--- src/rtl/fpu_pkg.sv ---
// Shared FPU definitions: binary32 field layout, canonical special
// encodings and the state type of the iterative square-root unit.
package fpu_pkg;

   localparam int FP_EXP_W = 8;
   localparam int FP_MAN_W = 23;
   localparam int FP_BIAS  = 127;

   localparam logic [31:0] FP_QNAN = 32'h7FC0_0000;
   localparam logic [31:0] FP_PINF = 32'h7F80_0000;

   typedef enum logic [1:0] {
      IDLE = 2'd0,
      CALC = 2'd1,
      DONE = 2'd2
   } fsqrt_state_t;

endpackage

--- src/rtl/fp_classify.sv ---
// Combinational binary32 operand classifier, shared by the FPU operations.
module fp_classify
   import fpu_pkg::*;
(
   input  logic [31:0] op_i,
   output logic        is_zero_o,
   output logic        is_denorm_o,
   output logic        is_inf_o,
   output logic        is_nan_o,
   output logic        sign_o
);

   logic [FP_EXP_W-1:0] exp_s;
   logic [FP_MAN_W-1:0] man_s;
   logic                exp_zero_s;
   logic                exp_ones_s;
   logic                man_zero_s;

   assign exp_s      = op_i[FP_EXP_W+FP_MAN_W-1:FP_MAN_W];
   assign man_s      = op_i[FP_MAN_W-1:0];
   assign exp_zero_s = (exp_s == {FP_EXP_W{1'b0}});
   assign exp_ones_s = &exp_s;
   assign man_zero_s = (man_s == {FP_MAN_W{1'b0}});

   assign is_zero_o   = exp_zero_s &  man_zero_s;
   assign is_denorm_o = exp_zero_s & ~man_zero_s;
   assign is_inf_o    = exp_ones_s &  man_zero_s;
   assign is_nan_o    = exp_ones_s & ~man_zero_s;
   assign sign_o      = op_i[31];

endmodule

--- src/rtl/fsqrt_iter.sv ---
// Iterative binary32 square root: restoring radix-2 recurrence producing one
// root bit per cycle, round-to-nearest on the final step, valid/ready on both sides.
module fsqrt_iter
   import fpu_pkg::*;
#(
   parameter int ITER = 25
)
(
   input  logic        clk,
   input  logic        rstn,
   input  logic        in_valid,
   output logic        in_ready,
   input  logic [31:0] x,
   output logic        out_valid,
   input  logic        out_ready,
   output logic [31:0] y
);

   localparam int RAD_W = 2 * ITER;
   localparam int REM_W = ITER + 1;
   localparam int CNT_W = $clog2(ITER);

   fsqrt_state_t         state_q, state_d;
   logic [RAD_W-1:0]     rad_q, rad_d;
   logic [REM_W-1:0]     rem_q, rem_d;
   logic [ITER-1:0]      root_q, root_d;
   logic [CNT_W-1:0]     cnt_q, cnt_d;
   logic [FP_EXP_W-1:0]  exp_q, exp_d;
   logic [31:0]          y_q, y_d;

   logic                 is_zero_s, is_denorm_s, is_inf_s, is_nan_s, sign_s;
   logic signed [9:0]    e_unb_s;
   logic signed [9:0]    e_half_s;
   logic signed [9:0]    res_exp_s;
   logic [REM_W+1:0]     rem_sh_s;
   logic [REM_W+1:0]     trial_s;
   logic [REM_W+2:0]     diff_s;
   logic                 bit_s;
   logic [ITER-1:0]      root_next_s;
   logic [ITER-1:0]      mant_rnd_s;
   logic                 carry_s;
   logic [FP_EXP_W-1:0]  exp_rnd_s;
   logic [FP_MAN_W-1:0]  frac_rnd_s;

   fp_classify u_classify (
      .op_i        (x),
      .is_zero_o   (is_zero_s),
      .is_denorm_o (is_denorm_s),
      .is_inf_o    (is_inf_s),
      .is_nan_o    (is_nan_s),
      .sign_o      (sign_s)
   );

   // Halving the unbiased exponent must floor, so an arithmetic shift is used
   assign e_unb_s   = $signed({2'b00, x[30:23]}) - 10'sd127;
   assign e_half_s  = e_unb_s >>> 1;
   assign res_exp_s = e_half_s + 10'sd127;

   assign rem_sh_s    = {rem_q, rad_q[RAD_W-1 -: 2]};
   assign trial_s     = {1'b0, root_q, 2'b01};
   assign diff_s      = {1'b0, rem_sh_s} - {1'b0, trial_s};
   assign bit_s       = ~diff_s[REM_W+2];
   assign root_next_s = {root_q[ITER-2:0], bit_s};

   // Round half-up on the extra root bit; a carry-out renormalises to 2.0
   assign mant_rnd_s = {1'b0, root_next_s[ITER-1:1]} + {{(ITER-1){1'b0}}, root_next_s[0]};
   assign carry_s    = mant_rnd_s[ITER-1];
   assign exp_rnd_s  = exp_q + {{(FP_EXP_W-1){1'b0}}, carry_s};
   assign frac_rnd_s = carry_s ? {FP_MAN_W{1'b0}} : FP_MAN_W'(mant_rnd_s);

   // Next-state logic for the FSM and the recurrence datapath
   always_comb begin
      state_d = state_q;
      rad_d   = rad_q;
      rem_d   = rem_q;
      root_d  = root_q;
      cnt_d   = cnt_q;
      exp_d   = exp_q;
      y_d     = y_q;
      case (state_q)
         IDLE: begin
            if (in_valid) begin
               state_d = DONE;
               if (is_zero_s || is_denorm_s) begin
                  y_d = {sign_s, 31'b0};
               end else if (is_nan_s || sign_s) begin
                  y_d = FP_QNAN;
               end else if (is_inf_s) begin
                  y_d = FP_PINF;
               end else begin
                  state_d = CALC;
                  rad_d   = e_unb_s[0] ? {1'b1, x[22:0], {(RAD_W-24){1'b0}}}
                                       : {2'b01, x[22:0], {(RAD_W-25){1'b0}}};
                  rem_d   = {REM_W{1'b0}};
                  root_d  = {ITER{1'b0}};
                  cnt_d   = CNT_W'(ITER - 1);
                  exp_d   = FP_EXP_W'(res_exp_s);
               end
            end else begin
               state_d = IDLE;
            end
         end
         CALC: begin
            rem_d  = bit_s ? REM_W'(diff_s) : REM_W'(rem_sh_s);
            root_d = root_next_s;
            rad_d  = rad_q << 2;
            cnt_d  = cnt_q - CNT_W'(1);
            if (cnt_q == {CNT_W{1'b0}}) begin
               state_d = DONE;
               y_d     = {1'b0, exp_rnd_s, frac_rnd_s};
            end else begin
               state_d = CALC;
            end
         end
         DONE: begin
            if (out_ready) begin
               state_d = IDLE;
            end else begin
               state_d = DONE;
            end
         end
         default: begin
            state_d = IDLE;
         end
      endcase
   end

   // State and datapath registers; reset drops any operation in flight
   always_ff @(posedge clk or negedge rstn) begin
      if (!rstn) begin
         state_q <= IDLE;
         rad_q   <= {RAD_W{1'b0}};
         rem_q   <= {REM_W{1'b0}};
         root_q  <= {ITER{1'b0}};
         cnt_q   <= {CNT_W{1'b0}};
         exp_q   <= {FP_EXP_W{1'b0}};
         y_q     <= 32'h0000_0000;
      end else begin
         state_q <= state_d;
         rad_q   <= rad_d;
         rem_q   <= rem_d;
         root_q  <= root_d;
         cnt_q   <= cnt_d;
         exp_q   <= exp_d;
         y_q     <= y_d;
      end
   end

   assign in_ready  = (state_q == IDLE);
   assign out_valid = (state_q == DONE);
   assign y         = y_q;

endmodule

--- config.mk ---
export PLATFORM = sky130hd
export DESIGN_NAME = fsqrt_iter
export DESIGN_NICKNAME = d
export VERILOG_FILES = /design/src/rtl/fpu_pkg.sv /design/src/rtl/fp_classify.sv /design/src/rtl/fsqrt_iter.sv
export SDC_FILE = /design/constraint.sdc
export NUM_CORES = 1
export LEC_CHECK = 0
export CORE_MARGIN = 2
export CORE_UTILIZATION = 50
export CTS_CLUSTER_SIZE = 12
export DETAILED_ROUTE_END_ITERATION = 8
export PLACE_DENSITY = 0.71
export SYNTH_ARGS = -nofsm -noshare
export SYNTH_HDL_FRONTEND = slang
export SYNTH_SLANG_ARGS = --single-unit
export TNS_END_PERCENT = 1
--- constraint.sdc ---
create_clock -name clk -period 8.8 [get_ports clk]
set_input_delay 1.76 -clock clk [delete_from_list [all_inputs] [get_ports clk]]
set_output_delay 1.76 -clock clk [all_outputs]
set_load 0.03 [all_outputs]
==> impl_metrics.ini <==
[clock_network]
clockRootBuffer = clkbuf_16
cts_hold_buf = 0
clock_latency_ns = 0.42
cts_setup_buffers = 0
htreeDepth = 4
cts_buffer_depth = 2
cts_tree = built
cts_resized = 0
path_clk_slew_ns = 0.06
cts_buffers = 17
cts.sinks = 123

[worst_setup_path]
cp-end-kind = flop
crit_chain = inv_1 -> ha_1 -> a21o_1 -> a21oi_1 -> a21o_1 -> a21oi_1 -> a211oi_1 -> nor2_2 -> ha_1 -> ha_1 -> nand4_1 -> nor4_1 -> buf_4 -> and2_1 -> ha_1 -> and3_1 -> nand3_1 -> xnor2_1 -> nand2_1 -> a21oi_1
cpPeakStageDelay_ns = 0.44
crit_slowest_cell = dfrtp_1
path_class = reg -> reg
start_kind = flop
cp.arrival_ns = 4.93
cp.required_ns = 9.15
path_max_fanout = 6
cp.buffers_inverters = 2
crit_top_cell = ha_1
crit_family = simple AND/OR/NAND/NOR gates

[sta]
whs_ns = 0.471
slew-limit-headroom = 0.393
setup_violations = 0
fmax_mhz = 218
rsz0062_at_grt = no
hold_violations = 0
worst_pin_slew_ns = 0.910
slew_violations = 0
fin_ws_ns = 4.22
finClkSkew_ns = 0.0102
fin_crit_sh = 0.521
post-route-min-period_ns = 4.58
fin_tns_setup_ns = 0

[placement]
place_congestion = 0.913
dp.cells = 1075
dpl.hpwl_um = 11500
io_buffers = 69
post-place-ws_ns = 3.85

[synthesis]
ys_ff_latch = 123
synth.avg_cell_area_um2 = 8.74
ys_seq_area_frac = 0.412
synth_cells = 855
synth_ff_type = dfrtp_1
syn-num-nets = 925
syn_area_um2 = 7470
synth-async-reset-ratio = 1.00
ys_warn_count = 0
synth_edf_count = 0
ys_types = 55

[routing]
vias_per_cell = 5.50
wl_met3_um = 589
routed_wl_um = 16200
vias = 6083
drc = 0
postRouteAntennaNets = 0
wl_met2_um = 7570
drt_iter0_drc = 349
first_pass_iters = 5
top_layer_used = met4
post_drt_wl_per_cell_um = 14.6
m1WireLength_um = 7860

[global_route]
grt_pass1_wl_um = 28700
track_usage = 0.219
overflow = 0
grt_max_degree = 98
antenna_found_initial = 0
grt_pass1_vias = 6095

[die]
die_area_um2 = 15900
rows = 44
core_um2 = 14600
die_height_um = 126
die_x_um = 126
initial_core_util = 0.512
boundaryPins = 70

[power_and_ir_drop]
p_total_mw = 3.52
p_per_area_nw_per_um2 = 396
ir_worst_vdd_v = 0.000194
cellLeakagePower_nw = 3.84

[finish]
synthToLayoutAreaGrowth_pct = 18.9
finalNetCount = 980
instances_no_fill = 1107
drive_above_1_share = 0.0704
fill_cells = 1307
antenna_cells = 0

[outcome]
status = finished, final reports clean

[hold_path]
hold_class = reg -> reg

[flow_run]
cap_violations = 0
## where the power goes
group	switching, mW	internal (mW)	total, mW
Sequential	0.162	0.771	0.932
Clock	0.250	0.458	0.708
Combinational	1.10	0.781	1.88
Total	1.51	2.01	3.52
## metal layers
| metal | global-route usage | vias up |
|---|---|---|
| met2 | 0.355 | 106 |
| met4 | 0.0672 | 0 |
| met5 | 0 | - |
| met3 | 0.0416 | 17 |
| met1 | 0.299 | 2878 |
| li1 | - | 3082 |
## Yosys cell counts (5+ instances only)
cell type,count,area [um^2]
nor2b_1,5,31.3
and3_1,10,62.6
ha_1,34,425
inv_1,47,176
a211oi_1,5,37.5
a21o_1,10,75.1
o21ai_2,20,175
mux2i_1,37,370
nor3_1,7,35.0
nand3_1,17,85.1
nand2_1,155,582
a21oi_1,52,260
dfrtp_1,123,3080
nor4_1,14,87.6
clkbuf_1,29,109
and4_1,5,43.8
o221ai_1,8,70.1
xor2_1,24,210
nand4_1,13,81.3
o21a_1,6,45.0
xnor2_1,42,368
o211ai_1,5,37.5
buf_1,5,18.8
nor2_1,48,180
o21ai_0,85,425
## cells in the final DEF (no fill, tap or decap), types with 24 or more instances in the layout
master           count
dfrtp_1            123
o21ai_0             85
nor2_1              47
clkdlybuf4s50_1     68
xnor2_1             42
mux2i_1             37
inv_1               47
xor2_1              24
nand2_1            155
ha_1                34
a21oi_1             52
## worst paths after layout
path	slack, ns	to	depth (start not counted)	start
max in group asynchronous	6.06	root_q[23]$_DFFE_PN0P_	2	rstn
worst max-delay path	4.22	y[29]$_DFFE_PN0P_	20	root_q[2]$_DFFE_PN0P_
worst max register to register	4.22	y[29]$_DFFE_PN0P_	20	root_q[2]$_DFFE_PN0P_
min in group asynchronous	1.40	y[4]$_DFFE_PN0P_	1	rstn
worst min-delay path	0.47	y[17]$_DFFE_PN0P_	2	y[17]$_DFFE_PN0P_
worst min register to register	0.47	y[17]$_DFFE_PN0P_	2	y[17]$_DFFE_PN0P_
## area by class of cell
class,instances,area [um^2],area share
clock inverters,11,144,0.0162
multi-input cells,644,4040,0.455
well taps,184,230,0.0259
clock buffers,21,460,0.0518
repair buffers,77,748,0.0842
flip-flops and latches,123,3080,0.347
inverters,47,176,0.0199
## registers in the layout, indices dropped and copies added, names as in the netlist
name and flops:
cnt_q 5, exp_q 8, rad_q 25, rem_q 26
root_q 25, state_q 2, y 32
## cells by family (layout without fill, tap and decap cells)
logic type               Yosys count  after routing  share of synthesized area
XOR/XNOR                          66             66                     0.0774
adder cells (fa/ha/maj)           34             34                     0.0569
flip-flops                       123            123                      0.412
AO/OA/AOI/OAI                    216            216                      0.180
AND/OR/NAND/NOR                  290            290                      0.174
buffers and inverters             88            156                     0.0482
multiplexers                      38             38                     0.0511
## worst register-to-register path, cell delays in order, from the launching register on
cell      delay [ns]
dfrtp_1         0.44
inv_1           0.12
ha_1            0.36
a21o_1          0.14
a21oi_1         0.08
a21o_1          0.21
a21oi_1         0.40
a211oi_1        0.19
nor2_2          0.21
ha_1            0.31
ha_1            0.32
nand4_1         0.26
nor4_1          0.31
buf_4           0.22
and2_1          0.14
ha_1            0.16
and3_1          0.19
nand3_1         0.10
xnor2_1         0.14
nand2_1         0.07
a21oi_1         0.16
## stage by stage
| stage | utilization | cell area, um^2 |
|---|---|---|
| finish | 0.609 | 8880 |
| global placement | 0.567 | 8280 |
| detailed placement | 0.567 | 8280 |
| floorplan | - | 7470 |
| CTS | 0.609 | 8880 |
| global route | 0.609 | 8880 |
Power figures use the tool's default switching activity.
